<file path="config.mk">
export PLATFORM = sky130hd
export DESIGN_NAME = baud_ctrl
export DESIGN_NICKNAME = d
export VERILOG_FILES = /design/src/rtl/baud_ctrl.sv
export SDC_FILE = /design/constraint.sdc
export NUM_CORES = 1
export LEC_CHECK = 0
export BUFFER_PORTS_ARGS = -buffer_cell sky130_fd_sc_hd__buf_2
export CAP_MARGIN = 20
export CORE_MARGIN = 2
export CORE_UTILIZATION = 55
export CTS_BUF_LIST = sky130_fd_sc_hd__clkbuf_16
export DETAILED_ROUTE_END_ITERATION = 10
export PLACE_DENSITY = 0.75
export SYNTH_ARGS = -nofsm -noshare
export SYNTH_HDL_FRONTEND = slang
export SYNTH_SLANG_ARGS = --single-unit
</file>
<file path="constraint.sdc">
create_clock -name clk -period 2.9 [get_ports clk]
set_input_delay 0.58 -clock clk [delete_from_list [all_inputs] [get_ports clk]]
set_output_delay 0.58 -clock clk [all_outputs]
set_load 0.02 [all_outputs]
</file>
<file path="src/rtl/baud_ctrl.sv">
// Oversampling baud tick generator with manual divisor and autobaud measurement of one low bit on rx.
// o_tick decodes registered state; a new divisor applies at the next counter wrap; no backpressure.
module baud_ctrl #(
    parameter int CLK_FREQ     = 50_000_000,
    parameter int DEFAULT_BAUD = 19200,
    parameter int OVERSAMPLING = 16,
    parameter int NB_DIV       = 16
) (
    input  logic              clk,
    input  logic              i_rst_n,
    input  logic              i_rx,
    input  logic              i_div_wr,
    input  logic [NB_DIV-1:0] i_div,
    input  logic              i_autobaud_start,
    output logic              o_tick,
    output logic [NB_DIV-1:0] o_div,
    output logic              o_busy,
    output logic              o_locked,
    output logic              o_err
);
    localparam int LOG_OS = $clog2(OVERSAMPLING);
    localparam int NB_L   = NB_DIV + LOG_OS;
    localparam logic [NB_DIV-1:0] DEF_DIV = NB_DIV'(CLK_FREQ / (DEFAULT_BAUD * OVERSAMPLING) - 1);
    localparam logic [NB_L-1:0]   L_MIN   = NB_L'(2 * OVERSAMPLING);
    localparam logic [NB_L-1:0]   L_MAX   = '1;

    typedef enum logic [2:0] {
        ST_IDLE,
        ST_WAIT_IDLE,
        ST_WAIT_FALL,
        ST_MEASURE,
        ST_UPDATE
    } state_t;

    state_t            state;
    state_t            state_nxt;
    logic [NB_DIV-1:0] cnt;
    logic [NB_DIV-1:0] div_q;
    logic [NB_DIV-1:0] pend_q;
    logic [NB_L-1:0]   l_cnt;
    logic              rx_m;
    logic              rx_s;
    logic              rx_d;
    logic              rx_fall;
    logic              rx_rise;
    logic              l_sat;
    logic              div_load;
    logic              ab_clear;
    logic              ab_fail;
    logic              ab_ok;

    // Counter never exceeds div_q in normal operation; >= keeps it safe if that ever changes.
    always_ff @(posedge clk or negedge i_rst_n) begin
        if (!i_rst_n) begin
            cnt   <= '0;
            div_q <= DEF_DIV;
        end else if (cnt >= div_q) begin
            cnt   <= '0;
            div_q <= pend_q;
        end else begin
            cnt <= cnt + NB_DIV'(1);
        end
    end

    assign o_tick   = (cnt == div_q);
    assign o_div    = div_q;
    assign div_load = i_div_wr && !o_busy;

    always_ff @(posedge clk or negedge i_rst_n) begin
        if (!i_rst_n) begin
            pend_q   <= DEF_DIV;
            o_locked <= 1'b0;
        end else begin
            if (div_load) begin
                pend_q <= (i_div == '0) ? NB_DIV'(1) : i_div;
            end else if (ab_ok) begin
                pend_q <= l_cnt[NB_L-1:LOG_OS] - NB_DIV'(1);
            end
            if (ab_clear || div_load) begin
                o_locked <= 1'b0;
            end else if (ab_ok) begin
                o_locked <= 1'b1;
            end
        end
    end

    // Line idles high, so the synchronizer and edge history reset to 1.
    always_ff @(posedge clk or negedge i_rst_n) begin
        if (!i_rst_n) begin
            rx_m <= 1'b1;
            rx_s <= 1'b1;
            rx_d <= 1'b1;
        end else begin
            rx_m <= i_rx;
            rx_s <= rx_m;
            rx_d <= rx_s;
        end
    end

    assign rx_fall = rx_d && !rx_s;
    assign rx_rise = !rx_d && rx_s;
    assign l_sat   = (l_cnt == L_MAX);

    always_ff @(posedge clk or negedge i_rst_n) begin
        if (!i_rst_n) begin
            state <= ST_IDLE;
        end else begin
            state <= state_nxt;
        end
    end

    always_comb begin
        state_nxt = state;
        case (state)
            ST_IDLE:      if (i_autobaud_start) state_nxt = ST_WAIT_IDLE;
            ST_WAIT_IDLE: if (rx_s) state_nxt = ST_WAIT_FALL;
            ST_WAIT_FALL: if (rx_fall) state_nxt = ST_MEASURE;
            ST_MEASURE: begin
                if (rx_rise) begin
                    state_nxt = ST_UPDATE;
                end else if (!rx_s && l_sat) begin
                    state_nxt = ST_IDLE;
                end
            end
            ST_UPDATE:    state_nxt = ST_IDLE;
            default:      state_nxt = ST_IDLE;
        endcase
    end

    always_comb begin
        o_busy   = (state != ST_IDLE);
        ab_clear = 1'b0;
        ab_fail  = 1'b0;
        ab_ok    = 1'b0;
        case (state)
            ST_IDLE:    ab_clear = i_autobaud_start;
            ST_MEASURE: ab_fail  = !rx_s && l_sat;
            ST_UPDATE: begin
                if (l_cnt < L_MIN) begin
                    ab_fail = 1'b1;
                end else begin
                    ab_ok = 1'b1;
                end
            end
            default: ;
        endcase
    end

    // The falling-edge cycle itself is the first low cycle of the bit.
    always_ff @(posedge clk or negedge i_rst_n) begin
        if (!i_rst_n) begin
            l_cnt <= '0;
            o_err <= 1'b0;
        end else begin
            if (state == ST_WAIT_FALL && rx_fall) begin
                l_cnt <= NB_L'(1);
            end else if (state == ST_MEASURE && !rx_s && !l_sat) begin
                l_cnt <= l_cnt + NB_L'(1);
            end
            if (ab_clear) begin
                o_err <= 1'b0;
            end else if (ab_fail) begin
                o_err <= 1'b1;
            end
        end
    end

endmodule

</file>
# Yosys cells after proc, flatten, opt, wreduce, memory -nomap -nowiden
# Index checks and enable logic that the tools add are counted.
totals:
  in_bits: 21
  register_bits: 76
  word_cells: 66
  output_inout_bits: 20
classes:
  n_mux: 21
  add_sub_neg: 3
  n_lt_le_gt_ge: 2
  reduce_logical: 20
  eq_ne: 10
op_table:
  columns: ["cell", "n"]
  rows:
  - ["2-to-1 mux 16 bit", 4]
  - ["2-to-1 mux 20 bit", 2]
  - ["adder 20 x 1 -> 20 bit (second input constant)", 1]
  - ["== test 20 bit (second input constant)", 1]
  - ["< comparator 20 x 6 -> 1 bit (second input constant)", 1]
  - ["adder 16 x 1 -> 16 bit (second input constant)", 1]
  - ["== test 16 bit", 1]
  - ["greater-or-equal comparator 16 bit", 1]
  - ["zero test 16 bit", 1]
  - ["subtractor 16 x 1 -> 16 bit (second input constant)", 1]
  - ["2-to-1 mux 3 bit", 5]
  - ["one-hot mux 3 bit (4 select lines)", 1]
  - ["2-to-1 mux 1 bit", 8]
  - ["nonzero test 2 bit", 4]
  - ["logical AND 1 bit", 7]
  - ["== test 3 x 2 -> 1 bit (second input constant)", 2]
  - ["inequality test 2 bit (second input constant)", 3]
  - ["zero test 1 bit", 4]
  - ["AND reduction 4 bit", 1]
  - ["== test 3 x 1 -> 1 bit (second input constant)", 1]
  - ["== test 3 bit (second input constant)", 1]
  - ["zero test 3 bit", 1]
  - ["inequality test 3 bit (second input constant)", 1]
  - ["nonzero test 3 bit", 1]
  - ["other kinds (2)", 2]

# Longest topological paths before layout
# Gate-level depths: netlist of the first run.
logic_depth:
  depth_word: 5
  mapped_depth: 9
  depth_no_buf: 7

# Worst setup path before layout of the first run
# Ideal clock, no wire load.
synth_timing:
  path_type: "flip-flop to flip-flop"
  from: "register div_q[15] (netlist: o_div[15])"
  to: "register div_q[14] (netlist: o_div[14])"
  setup_slack_ns: 0.497
  n_path_buf: 1
  arrival_time_ns: 2.278
  required_ns: 2.775
  synth_period_minus_slack_ns: 2.403
  stages_incl_launch_ff: 9
  setup_time_ns: 0.125
  cell_sequence: "dfrtp_1 -> inv_1 -> ha_1 -> nand4_1 -> or2_2 -> a211o_1 -> o211ai_1 -> buf_2 -> mux2_2"
synth_between:
  elab_chain_len: 1
synth_lines:
  columns: ["item", "line_no", "source"]
  rows:
  - ["start, declared", "38", "logic [NB_DIV-1:0] div_q;"]
  - ["start signal, assigned", "59", "div_q <= pend_q;"]
  - ["greater-or-equal comparator 16 bit", "57", "end else if (cnt >= div_q) begin"]
# No other way between the ends.
# A chain may end at the register's enable or synchronous reset.

# Worst setup path after layout of the first run
layout_timing:
  from: "register div_q[15] (netlist: o_div[15])"
  to: "output o_tick"
layout_between:
  elab_chain_len: 1
layout_lines:
  columns: ["item", "line_no", "source"]
  rows:
  - ["== test 16 bit", "65", "assign o_tick = (cnt == div_q);"]
  - ["end, declared", "15", "output logic o_tick,"]
# No other way between the ends.

==> results of run 1 <==
==> power groups by stage <==
stage | registers, mW | logic [mW] | clock network [mW]
2_1_floorplan | 1.34 | 0.387 | 0
3_3_place_gp | 1.38 | 0.484 | 0
3_5_place_dp | 1.38 | 0.498 | 0
4_1_cts | 1.37 | 0.500 | 1.17
5_1_grt | 1.38 | 0.569 | 1.21
6_report | 1.37 | 0.498 | 1.16
==> stage by stage <==
| stage | std cells | power (mW) | hold WS, ns | utilization (%) | setup slack [ns] |
|---|---|---|---|---|---|
| final | 586 | 3.02 | 0.347 | 63.7 | 0.288 |
| after floorplan | 442 | 1.73 | 0.284 | - | 0.497 |
| after global placement | 570 | 1.86 | 0.350 | 59.6 | 0.575 |
| after detailed placement | 570 | 1.88 | 0.348 | 59.6 | 0.476 |
| after CTS | 586 | 3.04 | 0.340 | 63.7 | 0.291 |
| after global routing | 586 | 3.17 | 0.340 | 63.7 | 0.116 |
==> synth_stat cells (4+ instances only) <==
master     n
nand2_1   42
xnor2_1   19
nand3_1   22
nor2_1    36
inv_1     29
xor2_1    13
a21oi_1   18
ha_1      20
dfrtp_1   67
o31ai_1    4
or4_1      5
mux2i_1    8
o21ai_0   15
dfstp_2    9
mux2_2    15
and3_1     4
buf_2      5
nor4_1     7
o211ai_1   7
buf_6      5
nor3_1    12
clkbuf_1   6
nand4_1   13
nand2b_1   4
==> critical path: cells and delay by family (launching register included) <==
family | cells | cell delay [ns]
flops | 1 | 0.36
fa+ha+maj | 1 | 0.31
simple gates | 3 | 0.78
buf+inv | 2 | 0.25
==> path summary, 6_finish.rpt <==
check | to | slack, ns | start
hold / removal | rx_m | 0.35 | i_rx
min in group asynchronous | o_div[3] | 0.40 | i_rst_n
max in group asynchronous | l_cnt[18] | 1.89 | i_rst_n
hold reg to reg | rx_s | 0.36 | rx_m
setup reg to reg | o_div[12] | 0.45 | o_div[7]
setup / recovery | o_tick | 0.29 | o_div[15]
==> cell type report <==
cell class | count | area [um^2]
Inverter | 29 | 109
Multi-Input combinational cell | 317 | 2160
Clock buffer | 9 | 225
Clock inverter | 7 | 82.6
Tap cell | 102 | 128
Timing Repair Buffer | 46 | 248
Fill cell | 638 | 2780
Sequential cell | 76 | 1910
==> sequential cells by signal, indices dropped and copies added (netlist names) <==
| register | cells |
|---|---|
| rx_m | 1 |
| o_locked | 1 |
| l_cnt | 20 |
| rx_d | 1 |
| pend_q | 16 |
| cnt | 16 |
| o_div | 16 |
| rx_s | 1 |
| state | 3 |
| o_err | 1 |
==> cell families after synthesis <==
group	synth area share (%)
mux	5.77
simple gates	20.4
xor+xnor	6.49
buf+inv	5.54
compound gates	11.6
fa+ha+maj	5.80
flops	44.3
==> per-layer routing <==
layer / vias up / routed length, um / global-route usage (%)
li1: 1650 / - / -
met1: 1720 / 4450 / 33.0
met2: 81 / 4650 / 40.3
met3: 12 / 474 / 5.45
met4: 0 / 112 / 5.47
met5: - / 0 / 0
==> flow_summary.toml, run 1 <==
[run_status]
status = "completed"

[finish]
drive_gt1_share_pct = 19.8
stdcell_area_um2 = 4870
area_delta_synth_final_pct = 12.8
mostFrequentLayoutCells = "dfrtp_1 (67), nand2_1 (42), buf_2 (39)"
nets = 520
diodes = 0
layout_commonest_cell = "dfrtp_1"

[clock_network]
htreeDepth = 3
cts_resized = 0
cts_tree = "built"
ctsHoldBuffers = 0
cts_setup_buffers = 0
cts_buffers = 9
clock_latency_ns = 0.33
cts.clk_slew.worst_paths_ns = 0.06
clock_path_buffers = 2
root_buffer = "clkbuf_16"
clock_sinks = 76

[power]
switchingPower_mw = 0.828
vdd_drop_max_uv = 446
p_int_mw = 2.19
power.leakage_nw = 2.24
p_seq_share_pct = 45.3
p_per_area_nw_per_um2 = 621
switching_share_pct = 27.4
pwr-share-clk_pct = 38.2
combPwrFrac_pct = 16.5

[synth]
yosys_warnings = 0
ys.flop_type = "dfrtp_1"
ys_ff_latch = 76
synth_top_area_share_pct = 38.9
syn_avg_cell_area_um2 = 9.76
syn_inst = 442
ys_types = 61
synth_top_area_cell = "dfrtp_1"
synth_area_um2 = 4320
synthTopCellsByArea = "dfrtp_1 (39%), ha_1 (5.8%), dfstp_2 (5.5%)"
synth_fp_nets = 483
ys_seq_area_share_pct = 44.3
synth_edf_count = 0
synthArstFlopShare_pct = 100

[route]
firstDrtPassIters = 5
num_vias = 3463
detail_route.drc_violations = 0
drt_iter0_markers = 184
antenna_left = 0
avgViaCountPerCell = 5.91
wire_per_inst_um = 16.5
wirelength_um = 9690

[sta]
min_period_ns = 2.61
final-hold-violation-count = 0
finalCritPeriodShare_pct = 90.1
fin_tns_setup_ns = 0
slew_headroom_pct = 37.0
worst_pin_slew_ns = 0.945
rsz0062_at_grt = "false"
fmax_mhz = 383
skew_ns = 0.00491
setup_viol = 0
drv_slew = 0

[placement]
gp_congestion = 0.876
portBuffers = 40
hpwl_um = 7030
postPlaceCellArea_um2 = 4560

[die]
core_area_um2 = 7650
io_pins = 41
rows = 32
die_x_um = 92.6
die_y_um = 92.6
initial_core_util_pct = 56.4
die-area_um2 = 8570

[setup_path]
critPathLaunchType = "register"
endpoint_kind = "primary output"
crit_chain = "inv_1 > ha_1 > nand4_1 > or2_2 > nor3_1 > buf_2"
cpMaxStageDelayCell = "dfrtp_1"
cp_max_fo = 3
reg2reg_depth = 8
worstPathArrival_ns = 2.03
required_ns = 2.32
slowest_delay_ns = 0.36
crit_type = "register to primary output"

[global_routing]
grt_pass1_vias = 3405
antenna_found_initial = 0
grt-ovfl-total = 0
grt_max_degree = 77
grt_pass1_wl_um = 16300
globalRouteTotalUtil_pct = 24.4

[min_path]
hold_depth = 1
hold_class = "primary input to register"

[run]
drv_cap = 0
(Power assumes the default switching activity.)
==> inputs of run 2 (changes only) <==
--- a/config.mk
+++ b/config.mk
@@ -7,11 +7,13 @@
 export LEC_CHECK = 0
 export BUFFER_PORTS_ARGS = -buffer_cell sky130_fd_sc_hd__buf_2
 export CAP_MARGIN = 20
+export CELL_PAD_IN_SITES_DETAIL_PLACEMENT = 1
+export CELL_PAD_IN_SITES_GLOBAL_PLACEMENT = 2
 export CORE_MARGIN = 2
-export CORE_UTILIZATION = 55
+export CORE_UTILIZATION = 38
 export CTS_BUF_LIST = sky130_fd_sc_hd__clkbuf_16
 export DETAILED_ROUTE_END_ITERATION = 10
-export PLACE_DENSITY = 0.75
+export PLACE_DENSITY_LB_ADDON = 0.1
 export SYNTH_ARGS = -nofsm -noshare
 export SYNTH_HDL_FRONTEND = slang
 export SYNTH_SLANG_ARGS = --single-unit
==> constraint.sdc (replaced) <==
create_clock -name clk -period 2.9 [get_ports clk]
set_input_delay 0.58 -clock clk [delete_from_list [all_inputs] [get_ports clk]]
set_output_delay 0.58 -clock clk [all_outputs]
set_load 0.05 [all_outputs]
==> run 2 against run 1 <==
  * Maximum frequency down 0.35%
  * Largest cell class unchanged
  * Highest routed layer unchanged
  * Global-route usage fell by 4.3 points
  * Largest power group unchanged
  * Flip-flop and latch count did not move
  * Design area is the same
  * Sequential share of layout area did not move
==> flow_summary.toml, run 2 (synthesis results as in run 1) <==
[finish]
utilization_pct = 44.3
largest_reg_flops = 20
mostFrequentLayoutCells = "dfrtp_1 (67), nand2_1 (42), buf_2 (39)"
final_cells = 624
diodes = 0
drive_gt1_share_pct = 20.0
nets = 520
fillCellCount = 1270
area_delta_synth_final_pct = 12.8
top_register = "l_cnt"
layout_commonest_cell = "dfrtp_1"

[sta]
finalCritPeriodShare_pct = 90.4
skew_ns = 0.00775
setup_viol = 0
slew_headroom_pct = 33.9
min_period_ns = 2.62
final-hold-violation-count = 0
fmax_mhz = 381
drv_slew = 0
worst_pin_slew_ns = 0.992
rsz0062_at_grt = "false"
fin_tns_setup_ns = 0

[placement]
dp_cells = 608
gp_congestion = 0.825
portBuffers = 40
hpwl_um = 8770

[setup_path]
crit_chain = "inv_1 > ha_1 > nand4_1 > or2_2 > nor3_2 > buf_2"
crit_type = "register to primary output"
endpoint_kind = "primary output"
required_ns = 2.32
cp_max_fo = 3
cpMaxStageDelayCell = "dfrtp_1"
critPathLaunchType = "register"
worstPathArrival_ns = 2.04
slowest_delay_ns = 0.37

[power]
p_int_mw = 2.02
totalPowerFinal_mw = 2.93
combPwrFrac_pct = 18.8
power.leakage_nw = 2.23
vdd_drop_max_uv = 268
p_per_area_nw_per_um2 = 603
p_seq_share_pct = 47.3
switchingPower_mw = 0.919
switching_share_pct = 31.3
pwr-share-clk_pct = 33.9

[route]
firstDrtPassIters = 4
drt_iter0_markers = 112
antenna_left = 0
num_vias = 3461
avgViaCountPerCell = 5.55
wirelength_um = 11600
detail_route.drc_violations = 0
wire_per_inst_um = 18.6

[die]
initial_core_util_pct = 39.3
die_x_um = 111
die_y_um = 111
core_area_um2 = 11000
die-area_um2 = 12200
rows = 38
io_pins = 41

[global_routing]
grt_pass1_vias = 3646
globalRouteTotalUtil_pct = 20.1
antenna_found_initial = 0
grt_pass1_wl_um = 19500
top_usage_layer = "met2"
grt-ovfl-total = 0
grt.met2_usage_pct = 34.1
grtUsageMet3_pct = 3.24
use_met1_pct = 25.4
grt_max_degree = 77

[clock_network]
ctsHoldBuffers = 0
cts_resized = 0
clock_sinks = 76
clock_latency_ns = 0.34
root_buffer = "clkbuf_16"
cts.clk_slew.worst_paths_ns = 0.06
cts_setup_buffers = 0
htreeDepth = 3
cts_buffers = 9
clock_path_buffers = 2
cts_tree = "built"

[min_path]
hold_class = "primary input to register"

[run]
drv_cap = 0

[run_status]
status = "completed"
## run 2: cell count changes in the layout (fill, tap and decap cells not counted), sizes merged
cell | before | now
inv | 30 | 33
clkinvlp | 1 | 0
bufinv | 2 | 0
## run 2: cell type report
class	instances	area, um^2	share of cell area (%)
multi-input cells	317	2170	44.5
flip-flops and latches	76	1910	39.3
repair buffers	46	248	5.09
clock buffers	9	225	4.63
well taps	140	175	3.60
inverters	29	109	2.24
clock inverters	7	30.0	0.617
## run 2: metal layers
metal | part of all wire (%) | vias up | wire [um]
met5 | 0 | - | 0
met4 | 3.0 | 0 | 349
met3 | 1.9 | 20 | 218
met2 | 50 | 37 | 5830
met1 | 45 | 1739 | 5210
li1 | - | 1665 | -
## run 2: critical path, delay by kind of cell (launching register included)
kind / cells / cell delay (ns)
adders and majority gates: 1 / 0.31
buffers and inverters: 2 / 0.33
DFF: 1 / 0.37
and+or+nand+nor: 3 / 0.69
## run 2: path summary, 6_finish.rpt
| check | cells after the start | slack (ns) | endpoint | start |
|---|---|---|---|---|
| min in group asynchronous | 1 | 0.40 | cnt[2] | i_rst_n |
| min reg2reg | 0 | 0.36 | rx_s | rx_m |
| max reg2reg | 8 | 0.36 | o_div[6] | o_div[14] |
| max in group asynchronous | 1 | 1.85 | o_locked | i_rst_n |
| max | 6 | 0.28 | o_tick | o_div[14] |
| min | 1 | 0.34 | rx_m | i_rx |
## run 2: metrics by stage
step,cell area [um^2],hold slack (ns),worst slack [ns]
2_1_floorplan,4320,0.284,0.177
5_1_grt,4870,0.328,0.109
4_1_cts,4870,0.329,0.259
3_3_place_gp,4610,0.346,0.462
6_report,4870,0.340,0.279
3_5_place_dp,4610,0.351,0.345
## run 2: power groups by stage
| stage | combinational [mW] | clock (mW) | sequential (mW) |
|---|---|---|---|
| CTS | 0.562 | 1.02 | 1.39 |
| detailed placement | 0.562 | 0 | 1.40 |
| finish | 0.551 | 0.995 | 1.39 |
| global placement | 0.542 | 0 | 1.40 |
| global route | 0.624 | 1.06 | 1.42 |
| floorplan | 0.405 | 0 | 1.35 |
==> inputs of run 3 (changes only) <==
--- a/config.mk
+++ b/config.mk
@@ -5,12 +5,14 @@
 export SDC_FILE = /design/constraint.sdc
 export NUM_CORES = 1
 export LEC_CHECK = 0
+export ABC_AREA = 1
+export ABC_CLOCK_PERIOD_IN_PS = 2900
 export BUFFER_PORTS_ARGS = -buffer_cell sky130_fd_sc_hd__buf_2
 export CAP_MARGIN = 20
 export CELL_PAD_IN_SITES_DETAIL_PLACEMENT = 1
 export CELL_PAD_IN_SITES_GLOBAL_PLACEMENT = 2
 export CORE_MARGIN = 2
-export CORE_UTILIZATION = 38
+export CORE_UTILIZATION = 34
 export CTS_BUF_LIST = sky130_fd_sc_hd__clkbuf_16
 export DETAILED_ROUTE_END_ITERATION = 10
 export PLACE_DENSITY_LB_ADDON = 0.1
==> run 3 against run 2 <==
  * Clock-buffer cell count stayed put
  * Die area is 23% higher
  * Synthesized area is 11% higher
  * Core utilization is 4.8 points lower
  * Power is 6.6% higher
  * Worst hold slack worse by 0.15 ns
  * Combinational power is 25% higher
  * Setup slack better by 0.10 ns
  * Via count is 26% higher
  * Critical path type unchanged
  * Critical endpoint unchanged
==> flow_summary.toml, run 3 <==
[route]
wire_per_inst_um = 15.6
num_vias = 4366
detail_route.drc_violations = 0
firstDrtPassIters = 4
avgViaCountPerCell = 4.88
drt_iter0_markers = 126
wirelength_um = 14000
antenna_left = 0

[setup_path]
cp_max_fo = 3
endpoint_kind = "primary output"
crit_family = "flip-flops"
reg2reg_from = "o_div[7]"
critPathLaunchType = "register"
worst-path-stages = 7
required_ns = 2.32
worst-r2r-setup-slack_ns = 0.51
worstPathArrival_ns = 1.94
cpMaxStageDelayCell = "dfstp_2"
cpMostUsedCell = "nor2_1"
crit_type = "register to primary output"
slowest_delay_ns = 0.54
startpoint = "o_div[7]"
rr_endpoint = "o_div[12]"
reg2reg_depth = 11
cp_num_buf_inv = 2
crit_chain = "inv_1 > ha_1 > nand2_1 > nor2_1 > nand3_1 > nor2_1 > buf_2"

[clock_network]
cts_resized = 0
cts_tree = "built"
cts_setup_buffers = 0
clock_latency_ns = 0.34
root_buffer = "clkbuf_16"
clock_path_buffers = 2
cts_buffers = 9
ctsHoldBuffers = 0
clock_sinks = 76
cts.clk_slew.worst_paths_ns = 0.06
htreeDepth = 3

[power]
p_seq_share_pct = 42.6
switchingPower_mw = 1.01
vdd_drop_max_uv = 289
pwr-share-clk_pct = 35.3
switching_share_pct = 32.4
totalPowerFinal_mw = 3.13
power.leakage_nw = 2.83
p_per_area_nw_per_um2 = 574
combPwrFrac_pct = 22.0
p_int_mw = 2.11

[placement]
gp_congestion = 0.807
hpwl_um = 10800
dp_slack_ns = 0.468
postPlaceCellArea_um2 = 5160
portBuffers = 40

[sta]
rsz0062_at_grt = "false"
setup_viol = 0
min_period_ns = 2.52
worst_pin_slew_ns = 0.706
drv_slew = 0
skew_ns = 0.00531
fmax_mhz = 397
final-hold-violation-count = 0
finalCritPeriodShare_pct = 86.8
slew_headroom_pct = 52.9
setup_ws_ns = 0.382
fin_tns_setup_ns = 0

[finish]
diodes = 0
area_delta_synth_final_pct = 14.2
nets = 751
utilization_pct = 39.6
drive_gt1_share_pct = 12.7
largest_reg_flops = 20
stdcell_area_um2 = 5450
layout_commonest_cell = "nand2_1"
mostFrequentLayoutCells = "nand2_1 (194), nor2_1 (110), nand3_1 (75)"
top_register = "l_cnt"

[synth]
synth_top_area_share_pct = 35.1
syn_avg_cell_area_um2 = 7.09
synth_fp_nets = 714
synth_area_um2 = 4770
synthArstFlopShare_pct = 100
synth_most_common_cell = "nand2_1"
ys.flop_type = "dfrtp_1"
yosys_warnings = 0
synth_edf_count = 0
ys_types = 32
synth_top_area_cell = "dfrtp_1"
ys_ff_latch = 76
synthTopCellsByArea = "dfrtp_1 (35%), nand2_1 (15%), nor2_1 (8.7%)"
synthTopCellsByCount = "nand2_1 (194), nor2_1 (110), nand3_1 (75)"
ys_seq_area_share_pct = 40.1
syn_inst = 673

[min_path]
hold_class = "primary input to asynchronous set/reset pin"

[die]
die-area_um2 = 15000
initial_core_util_pct = 34.7
io_pins = 41
rows = 43
die_y_um = 122
die_x_um = 122
core_area_um2 = 13800

[global_routing]
grt_pass1_vias = 4711
globalRouteTotalUtil_pct = 20.4
antenna_found_initial = 0
grt_max_degree = 33
grt_pass1_wl_um = 23500
grt-ovfl-total = 0

[run_status]
status = "completed"

[run]
drv_cap = 0
[run 3: changes by cell type after synthesis, moves of 7 or more]
cell | before | now
xor2_1 | 13 | 22
buf_2 | 5 | 17
nand3_1 | 22 | 75
nor4_1 | 7 | 0
mux2_2 | 15 | 0
inv_1 | 29 | 63
o21ai_1 | 0 | 9
nand2_1 | 42 | 194
mux2i_1 | 8 | 0
a21oi_1 | 18 | 11
nor2_1 | 36 | 110
xnor2_1 | 19 | 5
[run 3: worst max path at each step]
stage	to	slack, ns
floorplan	o_tick	0.35
global placement	o_div[6]	0.55
detailed placement	o_div[12]	0.47
CTS	o_tick	0.30
global route	o_div[8]	0.19
finish	o_tick	0.38
[run 3: layout make-up]
cell class,count,area [um^2]
clock buffer,9,225
inverter,66,249
multi-input combinational,507,2480
clock inverter,7,61.3
tap,180,225
fill,1798,8320
timing repair buffer,50,290
sequential,76,1910
[run 3: power by group through the flow]
stage                     logic [mW]  clock network, mW  registers [mW]
after floorplan                0.471                  0            1.35
after global placement         0.681                  0            1.35
after detailed placement       0.704                  0            1.35
after CTS                      0.707               1.14            1.33
after global routing           0.782               1.18            1.36
final                          0.689               1.11            1.33
[run 3: cell families (layout without fill, tap and decap cells)]
family | Yosys count | count (layout) | share of synthesized area (%)
AO/OA/AOI/OAI | 41 | 41 | 4.69
XOR/XNOR | 27 | 27 | 4.95
adder cells (fa/ha/maj) | 20 | 20 | 5.24
buffers and inverters | 90 | 132 | 7.86
flip-flops | 76 | 76 | 40.1
AND/OR/NAND/NOR | 419 | 419 | 37.2
[run 3: per-stage QoR]
stage / instances / hold WS [ns]
final: 895 / 0.190
after global routing: 895 / 0.211
after CTS: 895 / 0.214
after detailed placement: 879 / 0.348
after global placement: 879 / 0.347
after floorplan: 673 / 0.284
[run 3: routing by layer]
layer,part of all wire (%),GRT usage [%]
met1,43,24.0
met5,0,0
met2,53,37.4
met3,1.8,3.76
met4,2.0,6.61
